==> src/rtl/alu_branch_pkg.sv <==
// rtl/alu_branch_pkg.sv - shared widths, field positions and opcode/funct codes
package alu_branch_pkg;

    localparam int ADDRESS_WIDTH_DEFAULT = 5;
    localparam int DATA_SIZE_DEFAULT     = 32;
    localparam int INSTR_WIDTH           = 32;

    localparam int OPCODE_W = 6;
    localparam int REG_W    = 5;
    localparam int SHIFT_W  = 5;
    localparam int FUNCT_W  = 6;
    localparam int IMM_W    = 16;
    localparam int JUMP_W   = 26;

    localparam int OPCODE_LSB = 26;
    localparam int RS_LSB     = 21;
    localparam int RT_LSB     = 16;
    localparam int RD_LSB     = 11;
    localparam int SHIFT_LSB  = 6;
    localparam int FUNCT_LSB  = 0;
    localparam int IMM_LSB    = 0;
    localparam int JUMP_LSB   = 0;

    localparam logic [OPCODE_W-1:0] OP_RTYPE = 6'd0;
    localparam logic [OPCODE_W-1:0] OP_ADDI  = 6'd1;
    localparam logic [OPCODE_W-1:0] OP_ANDI  = 6'd2;
    localparam logic [OPCODE_W-1:0] OP_ORI   = 6'd3;
    localparam logic [OPCODE_W-1:0] OP_BEQ   = 6'd4;
    localparam logic [OPCODE_W-1:0] OP_BNE   = 6'd5;
    localparam logic [OPCODE_W-1:0] OP_BGT   = 6'd6;
    localparam logic [OPCODE_W-1:0] OP_BGE   = 6'd7;
    localparam logic [OPCODE_W-1:0] OP_J     = 6'd8;
    localparam logic [OPCODE_W-1:0] OP_JR    = 6'd9;
    localparam logic [OPCODE_W-1:0] OP_JAL   = 6'd10;
    localparam logic [OPCODE_W-1:0] OP_SLT   = 6'd11;
    localparam logic [OPCODE_W-1:0] OP_SLTI  = 6'd12;
    localparam logic [OPCODE_W-1:0] OP_LW    = 6'd13;
    localparam logic [OPCODE_W-1:0] OP_SW    = 6'd14;

    localparam logic [FUNCT_W-1:0] FN_SLL = 6'h00;
    localparam logic [FUNCT_W-1:0] FN_SRL = 6'h02;
    localparam logic [FUNCT_W-1:0] FN_SRA = 6'h03;
    localparam logic [FUNCT_W-1:0] FN_ADD = 6'h20;
    localparam logic [FUNCT_W-1:0] FN_SUB = 6'h22;
    localparam logic [FUNCT_W-1:0] FN_AND = 6'h24;
    localparam logic [FUNCT_W-1:0] FN_OR  = 6'h25;
    localparam logic [FUNCT_W-1:0] FN_XOR = 6'h26;
    localparam logic [FUNCT_W-1:0] FN_NOR = 6'h27;
    localparam logic [FUNCT_W-1:0] FN_SLT = 6'h2A;

endpackage

==> src/rtl/instr_fields.sv <==
// rtl/instr_fields.sv - combinational split of an instruction word into its fields
module instr_fields
    import alu_branch_pkg::*;
(
    input  logic [INSTR_WIDTH-1:0] instruction,
    output logic [OPCODE_W-1:0]    opcode,
    output logic [REG_W-1:0]       rs,
    output logic [REG_W-1:0]       rt,
    output logic [REG_W-1:0]       rd,
    output logic [SHIFT_W-1:0]     shift,
    output logic [FUNCT_W-1:0]     funct,
    output logic [IMM_W-1:0]       imm,
    output logic [JUMP_W-1:0]      jump
);

    assign opcode = instruction[OPCODE_LSB +: OPCODE_W];
    assign rs     = instruction[RS_LSB     +: REG_W];
    assign rt     = instruction[RT_LSB     +: REG_W];
    assign rd     = instruction[RD_LSB     +: REG_W];
    assign shift  = instruction[SHIFT_LSB  +: SHIFT_W];
    assign funct  = instruction[FUNCT_LSB  +: FUNCT_W];
    assign imm    = instruction[IMM_LSB    +: IMM_W];
    assign jump   = instruction[JUMP_LSB   +: JUMP_W];

endmodule

==> src/rtl/alu_branch_decode.sv <==
// rtl/alu_branch_decode.sv - decode, ALU result, conditional branch target and registered ALU result
module alu_branch_decode
    import alu_branch_pkg::*;
#(
    parameter int ADDRESS_WIDTH = ADDRESS_WIDTH_DEFAULT,
    parameter int DATA_SIZE     = DATA_SIZE_DEFAULT
)
(
    input  logic                     clk,
    input  logic                     rst,
    input  logic [INSTR_WIDTH-1:0]   instruction,
    input  logic [ADDRESS_WIDTH:0]   pc,
    input  logic [DATA_SIZE-1:0]     rs_data,
    input  logic [DATA_SIZE-1:0]     rt_data,
    input  logic [DATA_SIZE-1:0]     rd_data,
    output logic [OPCODE_W-1:0]      opcode,
    output logic [REG_W-1:0]         rs,
    output logic [REG_W-1:0]         rt,
    output logic [REG_W-1:0]         rd,
    output logic [SHIFT_W-1:0]       shift,
    output logic [FUNCT_W-1:0]       funct,
    output logic [IMM_W-1:0]         imm,
    output logic [JUMP_W-1:0]        jump,
    output logic [DATA_SIZE-1:0]     alu_out,
    output logic [ADDRESS_WIDTH:0]   next_pc,
    output logic                     branch_taken,
    output logic [DATA_SIZE-1:0]     alu_q
);

    logic [DATA_SIZE-1:0] imm_sext;
    logic [DATA_SIZE-1:0] imm_zext;
    logic [DATA_SIZE-1:0] sra_result;

    instr_fields u_fields (
        .instruction (instruction),
        .opcode      (opcode),
        .rs          (rs),
        .rt          (rt),
        .rd          (rd),
        .shift       (shift),
        .funct       (funct),
        .imm         (imm),
        .jump        (jump)
    );

    assign imm_sext   = {{(DATA_SIZE-IMM_W){imm[IMM_W-1]}}, imm};
    assign imm_zext   = {{(DATA_SIZE-IMM_W){1'b0}}, imm};
    assign sra_result = $unsigned($signed(rt_data) >>> shift);

    always_comb begin
        alu_out = '0;
        case (opcode)
            OP_RTYPE: begin
                case (funct)
                    FN_ADD:  alu_out = rs_data + rt_data;
                    FN_SUB:  alu_out = rs_data - rt_data;
                    FN_AND:  alu_out = rs_data & rt_data;
                    FN_OR:   alu_out = rs_data | rt_data;
                    FN_XOR:  alu_out = rs_data ^ rt_data;
                    FN_NOR:  alu_out = ~(rs_data | rt_data);
                    FN_SLL:  alu_out = rt_data << shift;
                    FN_SRL:  alu_out = rt_data >> shift;
                    FN_SRA:  alu_out = sra_result;
                    FN_SLT:  alu_out = {{(DATA_SIZE-1){1'b0}}, (rs_data < rt_data)};
                    default: alu_out = '0;
                endcase
            end
            OP_ADDI: alu_out = rs_data + imm_sext;
            OP_ANDI: alu_out = rs_data & imm_zext;
            OP_ORI:  alu_out = rs_data | imm_zext;
            OP_SLT:  alu_out = {{(DATA_SIZE-1){1'b0}}, (rs_data < rt_data)};
            OP_SLTI: alu_out = {{(DATA_SIZE-1){1'b0}}, (rs_data < imm_zext)};
            // Memory ops use rd_data as the base register, not rs_data.
            OP_LW, OP_SW: alu_out = rd_data + imm_sext;
            OP_J, OP_JR, OP_JAL: alu_out = '0;
            default: alu_out = '0;
        endcase
    end

    always_comb begin
        branch_taken = 1'b0;
        case (opcode)
            OP_BEQ:  branch_taken = (rd_data == rs_data);
            OP_BNE:  branch_taken = (rd_data != rs_data);
            OP_BGT:  branch_taken = ($signed(rd_data) >  $signed(rs_data));
            OP_BGE:  branch_taken = ($signed(rd_data) >= $signed(rs_data));
            default: branch_taken = 1'b0;
        endcase
    end

    // Only the low PC-width bits of imm form the offset, so the target wraps.
    assign next_pc = branch_taken ? (pc + imm[ADDRESS_WIDTH:0]) : pc;

    always_ff @(posedge clk) begin
        if (rst) begin
            alu_q <= '0;
        end else begin
            alu_q <= alu_out;
        end
    end

endmodule

==> config.mk <==
export PLATFORM = sky130hd
export DESIGN_NAME = alu_branch_decode
export DESIGN_NICKNAME = d
export VERILOG_FILES = /design/src/rtl/alu_branch_pkg.sv /design/src/rtl/instr_fields.sv /design/src/rtl/alu_branch_decode.sv
export SDC_FILE = /design/constraint.sdc
export NUM_CORES = 1
export LEC_CHECK = 0
export CAP_MARGIN = 20
export CORE_MARGIN = 5
export CORE_UTILIZATION = 45
export CTS_BUF_LIST = sky130_fd_sc_hd__clkbuf_4 sky130_fd_sc_hd__clkbuf_8 sky130_fd_sc_hd__clkbuf_16
export CTS_CLUSTER_DIAMETER = 30
export DETAILED_ROUTE_END_ITERATION = 7
export GPL_TIMING_DRIVEN = 1
export PLACE_DENSITY = 0.7
export SLEW_MARGIN = 25
export SYNTH_ARGS = -nofsm -noshare
export SYNTH_HDL_FRONTEND = slang
export SYNTH_SLANG_ARGS = --single-unit
==> constraint.sdc <==
create_clock -name clk -period 15.8 [get_ports clk]
set_clock_uncertainty 0.1 [all_clocks]
set_input_delay 3.95 -clock clk [delete_from_list [all_inputs] [get_ports clk]]
set_output_delay 3.95 -clock clk [all_outputs]
set_load 0.05 [all_outputs]
# After elaboration in Yosys (flattened, before gate mapping)
# Cells that the tools add are included.
# Widths: inputs -> output; s select.
totals:
  ff_bits: 32
  input_bits: 136
  output_inout_bits: 145
  elab_cells: 48
op_classes:
  add_sub_neg: 5
  order_cmp: 4
  n_eq_ne: 22
  shift: 3
  muxes: 4
  n_bitwise: 6
  n_reduce_logical: 3
op_table:
  columns: ["op", "n"]
  rows:
  - ["$pmux 32 s10", 1]
  - ["$pmux 32 s7", 1]
  - ["$add 32x32->32", 3]
  - ["$eq 6x6->1 const B", 7]
  - ["$and 32x16->32", 1]
  - ["$and 32x32->32", 1]
  - ["$eq 32x32->1", 1]
  - ["$ge 32x32->1", 1]
  - ["$gt 32x32->1", 1]
  - ["$lt 32x16->1", 1]
  - ["$lt 32x32->1", 1]
  - ["$ne 32x32->1", 1]
  - ["$not 32->32", 1]
  - ["$or 32x16->32", 1]
  - ["$or 32x32->32", 1]
  - ["$shl 32x5->32", 1]
  - ["$shr 32x5->32", 1]
  - ["$sshr 32x5->32", 1]
  - ["$sub 32x32->32", 1]
  - ["$xor 32x32->32", 1]
  - ["$eq 6x2->1 const B", 4]
  - ["$eq 6x3->1 const B", 4]
  - ["$eq 6x4->1 const B", 4]
  - ["$logic_not 6->1", 2]
  - ["5 further kinds", 5]

# Logic depth before layout (Yosys ltp)
depth:
  word_depth: 4
  ltp_mapped: 18
  depth_no_buf: 16

# Hierarchy
# A second synthesis with hierarchy kept.
unflattened:
  hier_cells: 2172
  area_unflattened_um2: 15808.9
modules_own_cells:
  columns: ["module", "instances", "cells_per_inst", "area_per_inst_um2", "seq_area_each_um2"]
  rows:
  - ["alu_branch_decode", 1, 2098, 15253.4, 640.6]
  - ["instr_fields", 1, 74, 555.5, 0.0]

# Least setup slack after synthesis
# Ideal clock, no wire load.
synth_path:
  path_kind: "input port to output port"
  from: "input instruction[26]"
  to: "output alu_out[26]"
  t_arrival_ns: 7.915
  required_time_ns: 11.750
  setup_slack_ns: 3.835
  cell_stages: 14
  path_buffers: 2
  cell_sequence: "clkbuf_1 -> xor2_1 -> nand2_1 -> buf_1 -> mux2_2 -> ha_1 -> a21o_1 -> a221oi_1 -> o22ai_1 -> a31o_2 -> a31oi_1 -> o31ai_1 -> xnor2_1 -> o221ai_1"
synth_between:
  elab_chain_len: 3
  word_cells_on_any_way: 10
  cone_classes: "eq/ne: 7; mux: 1; reduce/logical: 2"
synth_rtl:
  columns: ["item", "line", "rtl"]
  rows:
  - ["from (decl)", "alu_branch_decode.sv:11", "input logic [INSTR_WIDTH-1:0] instruction,"]
  - ["$eq 6x4->1", "alu_branch_decode.sv:52", "case (opcode)"]
  - ["$reduce_or 2->1", "alu_branch_decode.sv:52", null]
  - ["$pmux 32 s7 *", "alu_branch_decode.sv:52", null]
  - ["to (decl)", "alu_branch_decode.sv:24", "output logic [DATA_SIZE-1:0] alu_out,"]
# Every way passes the cells marked *; elsewhere a longest branch is shown, timed or not.

# Worst setup path after layout
layout_path:
  from: "input instruction[29]"
  to: "output alu_out[30]"
# The elaborated chain is that of the path after synthesis.

==> results.toml <==
[timing]
period_needed_ns = 13.77
setup_viol = 0
setup_tns_ns = 0
hold_violations = 0
finalMaxSlewViolations = 0
finalCritPeriodShare_pct = 87.18
relSlewSlack_pct = 28.59
rsz0062_at_grt = "false"
clock.fmax_mhz = 72.60
worst_slew_pin_slew_ns = 1.058

[grt]
track_usage_pct = 38.52
grt_pass1_vias = 17723
antenna_found_initial = 5
grt_remaining_overflow = 0
grt_max_degree = 74
grt_pass1_wl_um = 116200

[cells_and_area]
drive_above_1_share_pct = 7.941
final_util_pct = 51.87
largest_reg_flops = 32
top_regs = "alu_q (32)"
top_register = "alu_q"
final_nets = 2602
syn_to_final_growth_pct = 14.40
fillers = 3524

[clock_network]
cts_hold_buf = 0
numCtsBuffers = 5
postCtsSetupBuffers = 0
cts_buffer_depth = 2
cts_tree = "yes"
cts_max_level = 2
cts.sinks = 32
cts_resized = 0
cts_root_buffer = "clkbuf_16"
clk_pin_slew_ns = 0.06

[critical_path]
endpoint_kind = "output port"
cp.arrival_ns = 9.72
crit_required_ns = 11.75
cp-start-kind = "primary input"
crit_type = "primary input to output port"
path_max_fanout = 32

[power_and_ir_drop]
peakVddDrop_mv = 0.04690
powerDensity_nw_per_um2 = 45.77
leakagePower_nw = 7.630

[synth]
syn-num-nets = 2534
async_flop_share_pct = 0
synth_flop_cell = "dfxtp_1"
synth_cells = 2185
yosysWarnings = 0
synth-seq-cells = 32
synth-edff-count = 0
synth_seq_area_share_pct = 4.002
ys_types = 92
synth_area_um2 = 16010
syn_avg_cell_area_um2 = 7.327

[die]
fp.dieW_um = 198.6
ios = 281
initial_core_util_pct = 45.34
die_area_um2 = 39450
die_h_um = 198.6
core_area_um2 = 35310
row_count = 69

[route]
met3_wirelength_um = 9557
num_vias = 18775
ant_nets = 0
wl_met1_um = 33010
viasPerCell = 6.913
drcViolationCount = 0
wl_met2_um = 33850
drtIter0Drc = 2811
maxUsedRoutingLayer = "met5"
wl_per_cell_um = 29.43
wl_um = 79920
first_pass_iters = 6

[min_path]
hold_class = "primary input to flop"

[placement]
io_buffers = 250
hpwl_um = 62580
gp_congestion = 1.061

[run]
cap_violations = 0

[status]
status = "finished clean"
==> synthesized netlist by cell type (39+ instances only) <==
| cell type | count | area share (%) |
|---|---|---|
| mux4_2 | 45 | 6.3 |
| ha_1 | 209 | 16 |
| a21oi_1 | 166 | 5.2 |
| o21ai_0 | 132 | 4.1 |
| nor3_1 | 47 | 1.5 |
| mux2i_1 | 78 | 4.9 |
| inv_1 | 139 | 3.3 |
| o211ai_1 | 39 | 1.8 |
| clkbuf_1 | 81 | 1.9 |
| nor2_1 | 165 | 3.9 |
| nand3_1 | 59 | 1.8 |
| mux2_2 | 53 | 3.7 |
| buf_4 | 81 | 3.8 |
| nand2_1 | 181 | 4.2 |
| xnor2_1 | 42 | 2.3 |
==> path summary, 6_finish.rpt <==
| path | end | slack (ns) | start | cells past startpoint |
|---|---|---|---|---|
| max | alu_out[30] | 2.03 | instruction[29] | 18 |
| min | alu_q[6]$_SDFF_PP0_ | 4.27 | instruction[6] | 4 |
==> where the power goes <==
| group | total [mW] | leakage (nW) | internal (mW) | switching, mW |
|---|---|---|---|---|
| clock network | 0.130 | 0.0901 | 0.0833 | 0.0465 |
| registers | 0.0825 | 0.258 | 0.0821 | 0.000405 |
| logic | 0.626 | 7.28 | 0.227 | 0.399 |
| total | 0.838 | 7.63 | 0.392 | 0.446 |
==> cell families after synthesis <==
logic type               count (synthesis)  synth area share [%]
AO/OA/AOI/OAI                          701                 29.74
XOR/XNOR                                55                 3.009
adder cells (fa/ha/maj)                213                 16.83
buffers and inverters                  366                 10.94
flip-flops                              32                 4.002
multiplexers                           187                 16.74
AND/OR/NAND/NOR                        631                 18.73
==> routing by layer <==
layer	vias to the layer above	GRT usage [%]
met5	-	0
met4	2	14.26
met3	208	7.182
met2	1323	58.40
met1	8992	54.47
li1	8250	-
==> critical path, stage by stage <==
cell and delay (ns):
clkdlybuf4s50_1 0.58, nor4bb_1 0.74, nand2_1 0.11, buf_4 0.30, o21ai_0 0.22, ha_1 0.24, inv_1 0.07, fa_1 0.43
nor2b_1 0.18, o31ai_1 0.14, a21oi_1 0.39, a31o_2 0.29, a31oi_1 0.22, nor4_1 0.31, a2bb2oi_1 0.42, a21o_1 0.16
o32a_1 0.14, clkdlybuf4s50_1 0.81
==> metrics by stage <==
| step | cell area (µm²) | power [mW] | cells | setup WS (ns) | hold WS, ns |
|---|---|---|---|---|---|
| detailed placement | 18130 | 0.6880 | 2707 | 2.180 | 4.595 |
| floorplan | 16010 | 0.5020 | 2185 | 3.835 | 3.967 |
| CTS | 18310 | 0.8211 | 2715 | 2.149 | 4.290 |
| global placement | 18120 | 0.6841 | 2706 | 2.313 | 4.582 |
| finish | 18320 | 0.8384 | 2716 | 2.026 | 4.272 |
| global route | 18310 | 0.8770 | 2715 | 1.724 | 4.354 |
==> layout make-up <==
cell class              count  area, µm²  share of cell area [%]
diodes                      1      2.502                 0.01366
multi-input cells        1787      13630                   74.41
repair buffers            283       2744                   14.98
well taps                 461      576.8                   3.149
clock buffers               7      152.6                  0.8334
flip-flops and latches     32      640.6                   3.498
clock inverters             1      30.03                  0.1640
inverters                 144      540.5                   2.951
==> placed cells by master (no fill, tap or decap), types with 39 or more instances in the layout <==
cell type          n
o211ai_1          39
a21oi_1          165
clkdlybuf4s50_1  244
xnor2_1           42
mux2_2            53
inv_1            139
nor3_1            47
mux4_2            45
ha_1             209
nand2_1          181
nor2_1           165
o21ai_0          132
nand3_1           59
mux2i_1           78
Power figures use the tool's default switching activity.
